File: src/rtl/spi_axis_slave.sv
`default_nettype none
// ============================================================================
// Module   : spi_axis_slave
// Purpose  : SPI mode-0 responder bridging an external SPI master to
//            AXI-Stream. The SPI pins are oversampled in the clk domain.
//            MOSI is deserialised into bytes on an AXIS master port, and
//            bytes taken from an AXIS slave port are serialised onto MISO.
// Ports    : clk, resn (async, active-low)
//            spi_clk/spi_csn/spi_mosi in, spi_miso/spi_miso_oe out
//            m_axis_* : received bytes (master side)
//            s_axis_* : bytes to transmit (slave side)
//            busy, frame_done, rx_overflow_count, tx_underrun_count
// Notes    : clk must run at least 8x the SPI clock. SYNC_STAGES >= 2.
// Revision : 1.0 - initial release
// ============================================================================
module spi_axis_slave #(
    parameter bit         MSB_FIRST   = 1'b1,
    parameter logic [7:0] FILL_BYTE   = 8'hFF,
    parameter int         SYNC_STAGES = 2
) (
    input  logic       clk,
    input  logic       resn,
    input  logic       spi_clk,
    input  logic       spi_csn,
    input  logic       spi_mosi,
    output logic       spi_miso,
    output logic       spi_miso_oe,
    output logic [7:0] m_axis_tdata,
    output logic       m_axis_tvalid,
    input  logic       m_axis_tready,
    input  logic [7:0] s_axis_tdata,
    input  logic       s_axis_tvalid,
    output logic       s_axis_tready,
    output logic       busy,
    output logic       frame_done,
    output logic [7:0] rx_overflow_count,
    output logic [7:0] tx_underrun_count
);

    typedef enum logic [0:0] {
        ST_IDLE   = 1'b0,
        ST_ACTIVE = 1'b1
    } state_t;

    // ------------------------------------------------------------------
    // Pin synchronisers plus one extra stage for edge detection.
    // CSN resets to the deselected level so reset never fakes a csn_fall.
    // ------------------------------------------------------------------
    logic [SYNC_STAGES-1:0] sclk_sync_q;
    logic [SYNC_STAGES-1:0] csn_sync_q;
    logic [SYNC_STAGES-1:0] mosi_sync_q;
    logic                   sclk_prev_q;
    logic                   csn_prev_q;

    always_ff @(posedge clk or negedge resn) begin
        if (!resn) begin
            sclk_sync_q <= '0;
            csn_sync_q  <= '1;
            mosi_sync_q <= '0;
            sclk_prev_q <= 1'b0;
            csn_prev_q  <= 1'b1;
        end else begin
            sclk_sync_q <= {sclk_sync_q[SYNC_STAGES-2:0], spi_clk};
            csn_sync_q  <= {csn_sync_q[SYNC_STAGES-2:0], spi_csn};
            mosi_sync_q <= {mosi_sync_q[SYNC_STAGES-2:0], spi_mosi};
            sclk_prev_q <= sclk_sync_q[SYNC_STAGES-1];
            csn_prev_q  <= csn_sync_q[SYNC_STAGES-1];
        end
    end

    logic w_sclk, w_csn, w_mosi;
    logic w_sclk_rise, w_sclk_fall, w_csn_fall, w_csn_rise;

    assign w_sclk      = sclk_sync_q[SYNC_STAGES-1];
    assign w_csn       = csn_sync_q[SYNC_STAGES-1];
    assign w_mosi      = mosi_sync_q[SYNC_STAGES-1];
    assign w_sclk_rise =  w_sclk & ~sclk_prev_q;
    assign w_sclk_fall = ~w_sclk &  sclk_prev_q;
    assign w_csn_fall  = ~w_csn  &  csn_prev_q;
    assign w_csn_rise  =  w_csn  & ~csn_prev_q;

    // ------------------------------------------------------------------
    // Frame state and datapath
    // ------------------------------------------------------------------
    state_t     state_q, state_d;
    logic [2:0] bit_cnt_q, bit_cnt_d;
    logic       byte_done_q, byte_done_d;   // a byte completed, next TX byte owed
    logic [7:0] rx_shift_q, rx_shift_d;
    logic [7:0] tx_shift_q, tx_shift_d;
    logic       miso_q, miso_d;
    logic [7:0] tdata_q, tdata_d;
    logic       tvalid_q, tvalid_d;
    logic       frame_done_q, frame_done_d;
    logic [7:0] rx_ovf_q, rx_ovf_d;
    logic [7:0] tx_unr_q, tx_unr_d;

    logic       w_tx_load;
    logic [7:0] w_tx_byte;
    logic [7:0] w_rx_next;

    assign w_tx_byte = s_axis_tvalid ? s_axis_tdata : FILL_BYTE;
    assign w_rx_next = MSB_FIRST ? {rx_shift_q[6:0], w_mosi}
                                 : {w_mosi, rx_shift_q[7:1]};

    always_comb begin
        state_d      = state_q;
        bit_cnt_d    = bit_cnt_q;
        byte_done_d  = byte_done_q;
        rx_shift_d   = rx_shift_q;
        tx_shift_d   = tx_shift_q;
        miso_d       = miso_q;
        tdata_d      = tdata_q;
        tvalid_d     = tvalid_q;
        frame_done_d = 1'b0;
        rx_ovf_d     = rx_ovf_q;
        tx_unr_d     = tx_unr_q;
        w_tx_load    = 1'b0;

        // Downstream accept; a byte completing this cycle overrides below.
        if (tvalid_q && m_axis_tready) begin
            tvalid_d = 1'b0;
        end

        case (state_q)
            ST_IDLE: begin
                miso_d = 1'b0;
                if (w_csn_fall) begin
                    state_d     = ST_ACTIVE;
                    bit_cnt_d   = 3'd0;
                    byte_done_d = 1'b0;
                    w_tx_load   = 1'b1;
                end
            end
            ST_ACTIVE: begin
                // Deselect wins over any SCLK edge seen in the same cycle.
                if (w_csn_rise) begin
                    state_d      = ST_IDLE;
                    bit_cnt_d    = 3'd0;
                    byte_done_d  = 1'b0;
                    frame_done_d = 1'b1;
                    miso_d       = 1'b0;
                end else if (w_sclk_rise) begin
                    rx_shift_d = w_rx_next;
                    bit_cnt_d  = bit_cnt_q + 3'd1;
                    if (bit_cnt_q == 3'd7) begin
                        byte_done_d = 1'b1;
                        if (!tvalid_q || m_axis_tready) begin
                            tdata_d  = w_rx_next;
                            tvalid_d = 1'b1;
                        end else if (rx_ovf_q != 8'hFF) begin
                            rx_ovf_d = rx_ovf_q + 8'd1;
                        end
                    end
                end else if (w_sclk_fall) begin
                    if (bit_cnt_q != 3'd0) begin
                        miso_d     = MSB_FIRST ? tx_shift_q[7] : tx_shift_q[0];
                        tx_shift_d = MSB_FIRST ? {tx_shift_q[6:0], 1'b0}
                                               : {1'b0, tx_shift_q[7:1]};
                    end else if (byte_done_q) begin
                        byte_done_d = 1'b0;
                        w_tx_load   = 1'b1;
                    end
                end
            end
            default: begin
                state_d = ST_IDLE;
            end
        endcase

        // TX byte load: first bit goes straight onto MISO, the rest is
        // pre-shifted so each later sclk_fall takes the shifter's end bit.
        if (w_tx_load) begin
            miso_d     = MSB_FIRST ? w_tx_byte[7] : w_tx_byte[0];
            tx_shift_d = MSB_FIRST ? {w_tx_byte[6:0], 1'b0}
                                   : {1'b0, w_tx_byte[7:1]};
            if (!s_axis_tvalid && (tx_unr_q != 8'hFF)) begin
                tx_unr_d = tx_unr_q + 8'd1;
            end
        end
    end

    always_ff @(posedge clk or negedge resn) begin
        if (!resn) begin
            state_q      <= ST_IDLE;
            bit_cnt_q    <= 3'd0;
            byte_done_q  <= 1'b0;
            rx_shift_q   <= 8'h00;
            tx_shift_q   <= 8'h00;
            miso_q       <= 1'b0;
            tdata_q      <= 8'h00;
            tvalid_q     <= 1'b0;
            frame_done_q <= 1'b0;
            rx_ovf_q     <= 8'h00;
            tx_unr_q     <= 8'h00;
        end else begin
            state_q      <= state_d;
            bit_cnt_q    <= bit_cnt_d;
            byte_done_q  <= byte_done_d;
            rx_shift_q   <= rx_shift_d;
            tx_shift_q   <= tx_shift_d;
            miso_q       <= miso_d;
            tdata_q      <= tdata_d;
            tvalid_q     <= tvalid_d;
            frame_done_q <= frame_done_d;
            rx_ovf_q     <= rx_ovf_d;
            tx_unr_q     <= tx_unr_d;
        end
    end

    // The handshake happens in the load cycle itself, so tready is a
    // single-cycle pulse that can only occur alongside tvalid.
    assign s_axis_tready     = w_tx_load & s_axis_tvalid;
    assign busy              = (state_q == ST_ACTIVE);
    assign spi_miso_oe       = busy;
    assign spi_miso          = miso_q;
    assign m_axis_tdata      = tdata_q;
    assign m_axis_tvalid     = tvalid_q;
    assign frame_done        = frame_done_q;
    assign rx_overflow_count = rx_ovf_q;
    assign tx_underrun_count = tx_unr_q;

endmodule
`default_nettype wire

File: config.mk
export PLATFORM = sky130hd
export DESIGN_NAME = spi_axis_slave
export DESIGN_NICKNAME = d
export VERILOG_FILES = /design/src/rtl/spi_axis_slave.sv
export SDC_FILE = /design/constraint.sdc
export NUM_CORES = 1
export LEC_CHECK = 0
export BUFFER_PORTS_ARGS = -buffer_cell sky130_fd_sc_hd__buf_2
export CORE_MARGIN = 4
export CORE_UTILIZATION = 30
export DETAILED_ROUTE_END_ITERATION = 16
export HOLD_SLACK_MARGIN = 0.1
export MAX_ROUTING_LAYER = met4
export PLACE_DENSITY = 0.47
export SYNTH_ARGS = -nofsm -noshare
export SYNTH_HDL_FRONTEND = slang
export SYNTH_SLANG_ARGS = --single-unit
File: constraint.sdc
create_clock -name clk -period 2.3 [get_ports clk]
set_clock_uncertainty 0.2 [all_clocks]
set_input_delay 0.46 -clock clk [delete_from_list [all_inputs] [get_ports clk]]
set_output_delay 0.46 -clock clk [all_outputs]
set_load 0.005 [all_outputs]
======== Word-level counts from Yosys, hierarchy flattened ========
Cells that the tools add are included.
W data, S select, Z words.
storage, ports and cells
  output and inout port bits .............. 30
  input port bits ......................... 15
  flip-flop bits (word level) ............. 55
  word-level logic and storage cells ...... 102
cells by class
  bitwise operators ....................... 12
  add/sub/neg operators ................... 3
  reduce and logical (&&, ||, !) cells .... 17
  multiplexer cells ....................... 41
  eq/ne operators ......................... 13
operators with widths
  cell                   count
  $mux W8                7
  $mux W1                26
  $add A8 B1 Y8 const B  2
  $ne A8 B8 Y1 const B   2
  $ne A4 B3 Y1 const B   3
  $reduce_and A5 Y1      2
  $mux W3                3
  $ne A4 B4 Y1 const B   2
  $pmux W1 S2            4
  $not A1 Y1             7
  $pmux W3 S2            1
  $reduce_and A3 Y1      2
  $reduce_and A6 Y1      1
  $reduce_bool A2 Y1     3
  $and A1 B1 Y1          5
  $ne A2 B1 Y1 const B   2
  $ne A4 B2 Y1 const B   1
  $reduce_and A2 Y1      2
  $reduce_and A4 Y1      1
  $add A3 B1 Y3 const B  1
  $eq A3 B3 Y1 const B   1
  $ne A3 B3 Y1 const B   1
  $reduce_bool A3 Y1     1
  $logic_and A1 B1 Y1    2
  other kinds (3)        4

======== Logic depth before layout (Yosys ltp) ========
  depth after elaboration ................. 8
  mapped depth ............................ 6
  depth with buffers taken out ............ 6

======== Worst setup path after synthesis ========
No wires, ideal clock.
  path kind ............................... register to output
  start point ............................. reg bit_cnt_q[0]
  end point ............................... out s_axis_tready
  slack ................................... 320 ps
  buffers on the path ..................... 0
  arrival time ............................ 1320 ps
  cell stages (with the launch flop) ...... 7
  data required time ...................... 1640 ps
  cell sequence ........................... dfrtp_1 -> inv_1 -> ha_1 -> and4bb_2 -> a31o_2 -> nand2_1 -> inv_1
on the way
  cells in the longest elaborated chain, start to end .. 7
ends and longest elaborated chain
  what                      RTL line  text
  start: declaration        86        logic [2:0] bit_cnt_q, bit_cnt_d;
  start signal: assignment  197       bit_cnt_q <= bit_cnt_d;
  $reduce_bool A3 Y1        155       if (bit_cnt_q != 3'd0) begin
  $mux W1                   155
  $mux W1                   154       end else if (w_sclk_fall) begin
  $mux W1                   142       end else if (w_sclk_rise) begin
  $mux W1                   136       if (w_csn_rise) begin
  $pmux W1 S2               124       case (state_q)
  $and A1 B1 Y1             212       assign s_axis_tready = w_tx_load & s_axis_tvalid;
  end: declaration          33        output logic s_axis_tready,
Every way passes these cells.

======== Worst setup path after layout ========
  start point ............................. reg bit_cnt_q[1]
  end point ............................... out s_axis_tready
Same word-level chain as after synthesis.

==> flow_summary.toml <==
[status]
outcome = "completed"

[pwr]
finalPower_uw = 2216
static-leakage-power_uw = 0.001480
power.ir.vdd_worst_v = 0.0002538
powerDensity_nw_per_um2 = 753.6

[placement]
placement.setup.worst_slack_ns = 0.1216
gpl.final_weighted_congestion = 0.6800
place_hpwl_um = 3217
port_buffers = 44
number_of_placed_instances_taps_included = 336

[detailed_routing]
topRoutingLayerUsed = "met4"
route.detailed.drc = 0
wl_met3_um = 152
drt_pre_antenna_iters = 4
route.detailed.wl_per_inst_um = 12.82
met2_wirelength_um = 2171
num_vias = 1607
postRouteWirelength_um = 4513
routedLengthMet1_um = 2111
vias_per_cell = 4.565
first_iter_violations = 61
drt.antenna.violating_nets = 0

[min_path]
min_to = "sclk_sync_q[1]"
hold_path.class = "reg -> reg"
timing.hold.worst_path_depth = 0
hold_path.startpoint = "sclk_sync_q[0]"

[sta]
final_critical_path_setup_slack_ns = 0.07019
hold_viol_final = 0
worst_slew_margin_pct = 70.18
fin_crit_ns = 2.230
grt_setup_unrepaired = "yes"
max_slew.worst_pin.slew_ns = 0.4468
timing.fmax_mhz = 448.5
setup_tns_ns = 0
timing.final.crit_share_pct = 96.95
drv_slew = 0
setup_viol = 0

[synth]
yosys_most_used_dff = "sky130_fd_sc_hd__dfrtp_1"
yosysUniqueCellTypes = 41
syn_avg_cell_area_sq_um = 12.17
synthTopCellsByArea = "sky130_fd_sc_hd__dfrtp_1, sky130_fd_sc_hd__mux2_2, sky130_fd_sc_hd__nand2_1, sky130_fd_sc_hd__dfstp_2, sky130_fd_sc_hd__xor2_1"
yosysTopAreaCell = "sky130_fd_sc_hd__dfrtp_1"
synth_top_cells_by_count = "sky130_fd_sc_hd__dfrtp_1, sky130_fd_sc_hd__nand2_1, sky130_fd_sc_hd__mux2_2"
count_of_flip_flops_with_a_built_in_enable_after_synthesis = 0
synth_most_common_cell = "sky130_fd_sc_hd__dfrtp_1"
yosysSeqAreaShare_pct = 57.98
yosys_register_bits = 54
synthesis.instances = 192
synth_fp_nets = 212
post_synth_instance_area_sq_um = 2337
syn_warnings = 0
synthDominantCellAreaShare_pct = 54.60
synth_async_sr_flop_share_pct = 100.0

[grt]
grt.total_usage_pct = 10.97
grt_pass1_vias = 1663
grt.overflow.total = 0
grt_max_degree = 55
grt_first_pass_wirelength_um = 7693
grt_antenna_before_repair = 0

[clock_tree]
ctsLongestPathBuffers = 2
clk_transition_reported_paths_ns = 0.10
cts_tree = "done"
worstSkewPairLatency_ns = 0.30
clock_sink_count = 54
ctsRootBufferMaster = "sky130_fd_sc_hd__clkbuf_8"
cts_buffers = 5
ctsHtreeMaxLevel = 2

[final_layout]
layoutNonFillerInstCount = 352
drive_above_1_share_pct = 39.13
area_growth_pct = 25.80
design.final.nets = 272
num_antenna_cells = 0

[flow_run]
drv_cap = 0

[setup_path]
reg2reg_to = "tx_underrun_count[6]"
cp_max_fo = 2
worstSetupPathType = "reg -> out"
worstReg2RegStart = "bit_cnt_q[1]"
worstRegToRegCells = 7
reg2reg_slack_ns = 0.17
worst_ep_arrival_time_ns = 1.57
critPathMaxStageDelay_ns = 0.36
setup.worst_path.start_class = "register"
slowest_stage = "sky130_fd_sc_hd__dfrtp_1"
critPathCaptureType = "output port"
worstPathRequired_ns = 1.64
critical_path.cell_chain = "inv_1 > ha_2 > and4bb_2 > a31o_4 > nand2_4 > inv_2 > buf_6"

[floorplan]
dieArea_sq_um = 9267
floorplan.initialDensity_pct = 31.55
floorplan.die.height_um = 96.27
core_area_sq_um = 7408
ports = 45
die_x_um = 96.27
floorplan.rows = 31
-- worst max-delay path by stage --
stage / from / end / cells past startpoint
floorplan: bit_cnt_q[0] / s_axis_tready / 6
detailed placement: csn_prev_q / m_axis_tdata[0] / 4
global route: bit_cnt_q[1] / s_axis_tready / 7
CTS: bit_cnt_q[0] / s_axis_tready / 7
finish: bit_cnt_q[1] / s_axis_tready / 7
global placement: csn_prev_q / m_axis_tdata[2] / 4
-- registers in the layout, indices dropped and copies added (netlist names) --
register / count
bit_cnt_q: 3
busy: 1
byte_done_q: 1
csn_prev_q: 1
csn_sync_q: 2
frame_done: 1
m_axis_tdata: 8
m_axis_tvalid: 1
mosi_sync_q: 2
rx_overflow_count: 8
rx_shift_q: 7
sclk_prev_q: 1
sclk_sync_q: 2
spi_miso: 1
tx_shift_q: 7
tx_underrun_count: 8
-- stage by stage --
step                cell area [sq um]  hold slack, ns  util, %
floorplan                        2337        -0.03559        -
global placement                 2705          0.1348    36.51
detailed placement               2705          0.1347    36.51
CTS                              2927          0.1575    39.50
global route                     2940          0.1651    39.69
finish                           2940          0.1573    39.69
-- routing by layer --
| layer | global-route usage [%] | up-vias |
|---|---|---|
| li1 | - | 797 |
| met1 | 14.15 | 780 |
| met4 | 4.502 | 0 |
| met3 | 2.424 | 6 |
| met2 | 16.68 | 24 |
| met5 | - | - |
-- layout make-up --
type	instances	area, sq um
fill	739	4468
sequential	54	1355
multi-input combinational	128	954.7
timing repair buffer	57	346.6
tap	99	123.9
clock buffer	5	68.82
clock inverter	3	68.82
inverter	6	22.52
-- logic make-up after synthesis --
logic type	after synthesis	synth area share (%)
and+or+nand+nor	75	18.68
DFF	54	57.98
AOI/OAI and AO/OA	23	7.763
xor gates and xnor gates	13	4.872
muxes	12	5.942
buffers and inverters	10	2.088
adders and majority gates	5	2.677
-- critical path, delay by kind of cell (launching register included) --
kind / cells / cell delay (ns)
buffers and inverters: 3 / 0.18
flip-flops: 1 / 0.36
AO/OA/AOI/OAI: 1 / 0.26
adder cells (fa/ha/maj): 1 / 0.17
AND/OR/NAND/NOR: 2 / 0.30
-- cells in the final DEF (no fill, tap or decap), drive strengths merged --
master	Yosys	final
nand3	9	9
dfrtp	51	51
and4bb	1	1
ha	5	5
a32oi	1	1
o21bai	2	2
and3	3	3
bufinv	0	2
nor4b	1	1
dfstp	3	3
nor4	4	4
nor2b	1	1
nor2	3	3
mux2	12	12
inv	6	6
a31oi	1	1
clkinv	0	1
and4	1	1
nand4b	1	1
nor3b	3	3
o21ai	7	7
xnor2	4	4
nor3	2	2
a31o	1	1
nand2	27	27
xor2	9	9
and2	2	2
and2b	2	2
o221a	6	6
clkbuf	1	5
nand2b	4	4
a22o	3	3
a21o	1	1
dlygate4sd3	0	4
nand4	6	6
o22ai	1	1
or2	5	5
buf	3	53
-- report_power, final --
part / switching [uW] / internal (uW)
sequential: 101 / 1070
clock: 317 / 436
combinational: 136 / 159
total: 553 / 1660
-- timing repair --
action                                  4_1_cts  5_1_grt
endpoints found under the hold margin        54        0
endpoints found under the setup margin        1        1
pin swaps                                     1        3
buffers inserted                              4        0
gates resized for setup                       3        4
hold buffers                                  4        0
Note: power is estimated with default switching activity, not from simulation.
